===== config.mk =====
export PLATFORM = sky130hd
export DESIGN_NAME = regfile_mp_flat
export DESIGN_NICKNAME = d
export VERILOG_FILES = /design/src/rtl/regfile_mp_if.sv /design/src/rtl/regfile_mp.sv /design/src/flat_wrapper.sv
export SDC_FILE = /design/constraint.sdc
export NUM_CORES = 2
export LEC_CHECK = 0
export CORE_MARGIN = 5
export CORE_UTILIZATION = 40
export DETAILED_ROUTE_END_ITERATION = 10
export HOLD_SLACK_MARGIN = 0.05
export PLACE_DENSITY = 0.58
export SLEW_MARGIN = 25
export SYNTH_ARGS = -nofsm -noshare
export SYNTH_HDL_FRONTEND = slang
export SYNTH_SLANG_ARGS = --single-unit

===== constraint.sdc =====
create_clock -name clk -period 4.48 [get_ports clk]
set_input_delay 0.896 -clock clk [delete_from_list [all_inputs] [get_ports clk]]
set_output_delay 0.896 -clock clk [all_outputs]
set_load 0.01 [all_outputs]

===== src/rtl/regfile_mp_if.sv =====
// Register file bus: read, write and issue ports of regfile_mp.
// slave = register file side, master = pipeline side.
interface regfile_mp_if #(
    parameter int DATA_WIDTH = 32,
    parameter int ADDR_WIDTH = 5,
    parameter int NUM_RD     = 2,
    parameter int NUM_WR     = 1
);
    logic [NUM_RD*ADDR_WIDTH-1:0] rd_addr;
    logic [NUM_RD*DATA_WIDTH-1:0] rd_data;
    logic [NUM_RD-1:0]            rd_busy;
    logic [NUM_WR-1:0]            wr_en;
    logic [NUM_WR*ADDR_WIDTH-1:0] wr_addr;
    logic [NUM_WR*DATA_WIDTH-1:0] wr_data;
    logic                         iss_en;
    logic [ADDR_WIDTH-1:0]        iss_addr;
    logic                         any_busy;

    modport slave (
        input  rd_addr,
        output rd_data,
        output rd_busy,
        input  wr_en,
        input  wr_addr,
        input  wr_data,
        input  iss_en,
        input  iss_addr,
        output any_busy
    );

    modport master (
        output rd_addr,
        input  rd_data,
        input  rd_busy,
        output wr_en,
        output wr_addr,
        output wr_data,
        output iss_en,
        output iss_addr,
        input  any_busy
    );
endinterface


===== src/rtl/regfile_mp.sv =====
// Multi-port register file with optional bypass, zero register and busy scoreboard.
// Ports: clk, rst (sync, active-high), bus (regfile_mp_if.slave).
module regfile_mp #(
    parameter int DATA_WIDTH = 32,
    parameter int ADDR_WIDTH = 5,
    parameter int NUM_RD     = 2,
    parameter int NUM_WR     = 1,
    parameter int ZERO_REG   = 1,
    parameter int BYPASS     = 1
) (
    input logic          clk,
    input logic          rst,
    regfile_mp_if.slave  bus
);
    localparam int DEPTH = 1 << ADDR_WIDTH;
    localparam bit ZR    = (ZERO_REG != 0);
    localparam bit BP    = (BYPASS != 0);

    logic [DATA_WIDTH-1:0] regs [DEPTH];
    logic [DEPTH-1:0]      busy;
    logic [DEPTH-1:0]      busy_nxt;

    // Clears first, then the issue set, so a new producer
    // issued during an old writeback keeps the register busy.
    always_comb begin
        busy_nxt = busy;
        for (int j = 0; j < NUM_WR; j++) begin
            if (bus.wr_en[j])
                busy_nxt[bus.wr_addr[j*ADDR_WIDTH +: ADDR_WIDTH]] = 1'b0;
        end
        if (bus.iss_en)
            busy_nxt[bus.iss_addr] = 1'b1;
        if (ZR)
            busy_nxt[0] = 1'b0;
    end

    // Later loop iterations override earlier ones, so the
    // highest-index port wins on an address collision.
    always_ff @(posedge clk) begin
        if (rst) begin
            for (int r = 0; r < DEPTH; r++)
                regs[r] <= '0;
            busy <= '0;
        end else begin
            for (int j = 0; j < NUM_WR; j++) begin
                if (bus.wr_en[j] &&
                    !(ZR && bus.wr_addr[j*ADDR_WIDTH +: ADDR_WIDTH] == '0))
                    regs[bus.wr_addr[j*ADDR_WIDTH +: ADDR_WIDTH]]
                        <= bus.wr_data[j*DATA_WIDTH +: DATA_WIDTH];
            end
            busy <= busy_nxt;
        end
    end

    for (genvar k = 0; k < NUM_RD; k++) begin : g_rd
        logic [ADDR_WIDTH-1:0] ra;
        logic [DATA_WIDTH-1:0] rd;
        logic                  rb;

        assign ra = bus.rd_addr[k*ADDR_WIDTH +: ADDR_WIDTH];

        always_comb begin
            rd = regs[ra];
            if (BP) begin
                for (int j = 0; j < NUM_WR; j++) begin
                    if (bus.wr_en[j] &&
                        bus.wr_addr[j*ADDR_WIDTH +: ADDR_WIDTH] == ra)
                        rd = bus.wr_data[j*DATA_WIDTH +: DATA_WIDTH];
                end
            end
            if (ZR && ra == '0)
                rd = '0;
        end

        // Busy reflects registered state only; no bypass.
        always_comb begin
            rb = busy[ra];
            if (ZR && ra == '0)
                rb = 1'b0;
        end

        assign bus.rd_data[k*DATA_WIDTH +: DATA_WIDTH] = rd;
        assign bus.rd_busy[k] = rb;
    end

    assign bus.any_busy = |busy;
endmodule


===== src/flat_wrapper.sv =====
// flat-port wrapper written by rule: the top's interface ports become plain ports
module regfile_mp_flat 
#(
    parameter int DATA_WIDTH = 32,
    parameter int ADDR_WIDTH = 5,
    parameter int NUM_RD     = 2,
    parameter int NUM_WR     = 1,
    parameter int ZERO_REG   = 1,
    parameter int BYPASS     = 1
)
  (clk, rst, bus_rd_addr, bus_rd_data, bus_rd_busy, bus_wr_en, bus_wr_addr, bus_wr_data, bus_iss_en, bus_iss_addr, bus_any_busy);
  regfile_mp_if #(.DATA_WIDTH(DATA_WIDTH), .ADDR_WIDTH(ADDR_WIDTH), .NUM_RD(NUM_RD), .NUM_WR(NUM_WR)) bus_i ();
  input logic clk;
  input logic rst;
  input wire logic [$bits(bus_i.rd_addr)-1:0] bus_rd_addr;
  output wire logic [$bits(bus_i.rd_data)-1:0] bus_rd_data;
  output wire logic [$bits(bus_i.rd_busy)-1:0] bus_rd_busy;
  input wire logic [$bits(bus_i.wr_en)-1:0] bus_wr_en;
  input wire logic [$bits(bus_i.wr_addr)-1:0] bus_wr_addr;
  input wire logic [$bits(bus_i.wr_data)-1:0] bus_wr_data;
  input wire logic [$bits(bus_i.iss_en)-1:0] bus_iss_en;
  input wire logic [$bits(bus_i.iss_addr)-1:0] bus_iss_addr;
  output wire logic [$bits(bus_i.any_busy)-1:0] bus_any_busy;
  assign bus_i.rd_addr = bus_rd_addr;
  assign bus_rd_data = bus_i.rd_data;
  assign bus_rd_busy = bus_i.rd_busy;
  assign bus_i.wr_en = bus_wr_en;
  assign bus_i.wr_addr = bus_wr_addr;
  assign bus_i.wr_data = bus_wr_data;
  assign bus_i.iss_en = bus_iss_en;
  assign bus_i.iss_addr = bus_iss_addr;
  assign bus_any_busy = bus_i.any_busy;
  regfile_mp #(.DATA_WIDTH(DATA_WIDTH), .ADDR_WIDTH(ADDR_WIDTH), .NUM_RD(NUM_RD), .NUM_WR(NUM_WR), .ZERO_REG(ZERO_REG), .BYPASS(BYPASS)) u_core (.clk(clk), .rst(rst), .bus(bus_i));
endmodule

==> impl_metrics.json <==
{
  "timing.rr.start": "u_core.busy[7]$_SDFF_PP0_",
  "final_area_sq_um": 67400,
  "maxCapViolCount": 0,
  "synth_area_leaders": "edfxtp_1 54%, mux4_2 17%, and2_1 11%",
  "critPathLaunchType": "primary input",
  "placed_area_sq_um": 63300,
  "clock_path_buffers": 3,
  "final_util_pct": 47.6,
  "post_drt_wl_per_cell_um": 35.9,
  "maxSlewHeadroom_pct": 37.1,
  "p_sw_share_pct": 26.2,
  "synthesis.area_sq_um": 57000,
  "synthMostInstantiatedCell": "edfxtp_1",
  "yosysWarnings": 0,
  "critPathBufInv": 7,
  "seq_area_sq_um": 31400,
  "fillers": 12357,
  "synthesis.instances": 4023,
  "insertion_delay_ns": 0.75,
  "setup_viol": 0,
  "worstHoldPathType": "flop to flop",
  "drc": 0,
  "cts_tree": "yes",
  "cp_cell_sequence": "clkdlybuf4s50_1, buf_4, xor2_1, nor4_4, buf_4, and3_1, buf_4, buf_12, a211oi_1, nor3_2, buf_4, clkdlybuf4s15_1",
  "pwr-share-clk_pct": 38.4,
  "seqPwrFrac_pct": 47.1,
  "yosysSeqAreaShare_pct": 55.0,
  "hpwl_um": 140000,
  "synthTopCellsByCount": "1024 x edfxtp_1, 995 x and2_1, 443 x mux4_2",
  "critPathRequiredTime_ns": 3.58,
  "p_per_area_nw_per_um2": 366,
  "cp-startpoint": "bus_wr_addr[2]",
  "finalHoldViolations": 0,
  "hp-start": "u_core.busy[6]$_SDFF_PP0_",
  "p_int_w": 0.0182,
  "worstSetupPathType": "primary input to output port",
  "crit_family": "buffers and inverters",
  "core_sq_um": 142000,
  "die_h_um": 388,
  "dr.pass1.iters": 5,
  "synth_top_area_share_pct": 53.9,
  "fin_skew_ns": 0,
  "async_flop_share_pct": 0,
  "slew_viol_final": 0,
  "area_growth_pct": 18.1,
  "portBuffers": 122,
  "arrival_ns": 3.58,
  "chipWidth_um": 388,
  "drive_above_1_share_pct": 26.9,
  "power_w": 0.0247,
  "row_count": 138,
  "status": "finished, final reports clean",
  "multi_input_area_sq_um": 24200,
  "nNetsFinal": 4354,
  "overflow": 0,
  "drtIter0Drc": 6499,
  "cts_buffers": 116,
  "grt_max_degree": 94,
  "p_switching_w": 0.00648,
  "grt_pass1_wl_um": 313000,
  "dieArea_sq_um": 150000,
  "tightest_slew_ns": 0.944,
  "crit_fanout": 9,
  "num_io_pins": 123,
  "period_share_pct": 100,
  "routed_via_density": 6.38,
  "leakage_nw": 23.8,
  "crit_top_cell": "buf_4",
  "clockRootBuffer": "clkbuf_16",
  "start_util_pct": 40.3,
  "drt_wl_total_um": 226000,
  "cts.htree.levels": 3,
  "end_kind": "output port",
  "grt_pass1_vias": 39761,
  "drtAntennaViolNets": 0,
  "comb_power_share_pct": 14.5,
  "ir_worst_vdd_mv": 0.332,
  "grtUsageTotal_pct": 29.4,
  "antenna_found_initial": 25,
  "avgSynthCellArea_sq_um": 14.2,
  "critPathMaxStageDelay_ns": 0.45,
  "vias": 40153,
  "rsz0062_at_grt": "false",
  "yosys.area.top_type": "edfxtp_1",
  "synth-main-ff-cell": "edfxtp_1",
  "clkSlewWorstSetupHoldPaths_ns": 0.06,
  "tns_ns": 0,
  "crit_slowest_cell": "clkdlybuf4s50_1",
  "cts_num_sinks": 1055,
  "timing.fmax_mhz": 223,
  "fin_crit_ns": 4.48,
  "yosys.cell_types.count": 59,
  "place_congestion": 0.880,
  "ys_ff_latch": 1055,
  "synth_edf_count": 1024
}
## worst register-to-register path: stages, from the launching register on
cell and delay [ns]:
dfxtp_1 0.39, o21ai_0 0.11, a21oi_1 0.18
## metrics by stage
stage	hold WS, ns	instances	setup slack, ns
floorplan	0.464	4054	0.817
global placement	0.488	6051	-1.05
detailed placement	0.497	6051	-0.981
CTS	0.506	6266	0.00357
global route	0.537	6280	0.00257
finish	0.510	6289	0.00109
## repair_timing
item / in CTS / in global routing
buffers inserted: 4 / 14
hold endpoints to repair: 0 / 0
setup endpoints to repair: 54 / 27
gates cloned: 1 / 0
pin swaps: 9 / 5
hold buffers: 0 / 0
resized for setup: 55 / 25
## power groups by stage
stage,clock [W],combinational [W],sequential [W]
floorplan,0,0.00187,0.0117
global placement,0,0.00353,0.0118
detailed placement,0,0.00353,0.0118
CTS,0.00954,0.00353,0.0116
global route,0.00997,0.00369,0.0117
finish,0.00947,0.00359,0.0116
## layout by cell type, fill, tap and decap left out, types with 35 or more instances in the layout
cell,n
o21ai_0,52
a21oi_1,64
nor3_1,39
o22ai_1,90
a22oi_1,115
edfxtp_1,1024
nor2_4,35
buf_12,103
clkbuf_16,116
buf_4,321
and2_1,995
mux2i_1,173
nor2_1,86
clkdlybuf4s50_1,67
nand2_1,110
mux4_2,443
## area by class of cell
cell class | instances | share of cell area, %
flip-flops and latches | 1055 | 46.6
multi-input cells | 2575 | 35.9
repair buffers | 547 | 8.53
clock buffers | 133 | 4.40
well taps | 1890 | 3.51
clock inverters | 77 | 1.01
diodes | 9 | 0.0334
inverters | 3 | 0.0167
## path summary, 6_finish.rpt
check	slack, ns	depth (start not counted)	end
max	0.001	12	bus_rd_data[7]
min	0.51	2	u_core.busy[6]$_SDFF_PP0_
max reg2reg	3.74	2	u_core.busy[7]$_SDFF_PP0_
min reg2reg	0.51	2	u_core.busy[6]$_SDFF_PP0_
## state kept, by name (all words and copies together) (netlist names)
signal	flops
u_core.busy	31
u_core.regs	1024
## routing by layer
layer / part of all wire (%) / global-route usage (%) / up-vias
li1: - / - / 15934
met1: 37 / 39.5 / 20663
met2: 46 / 45.5 / 2927
met3: 12 / 6.86 / 621
met4: 5.4 / 13.7 / 8
met5: 0.025 / 0 / -
## cells by family (layout without fill, tap and decap cells)
family                 Yosys count  in the layout  share of synthesized area, %
XOR/XNOR                        10             10                         0.154
AND/OR/NAND/NOR               1435           1435                          14.7
buffers and inverters          424            760                          3.61
multiplexers                   649            649                          21.2
AO/OA/AOI/OAI                  449            449                          5.33
flip-flops                    1055           1055                          55.0
other                            1             41                       0.00657
(Power assumes the default switching activity.)
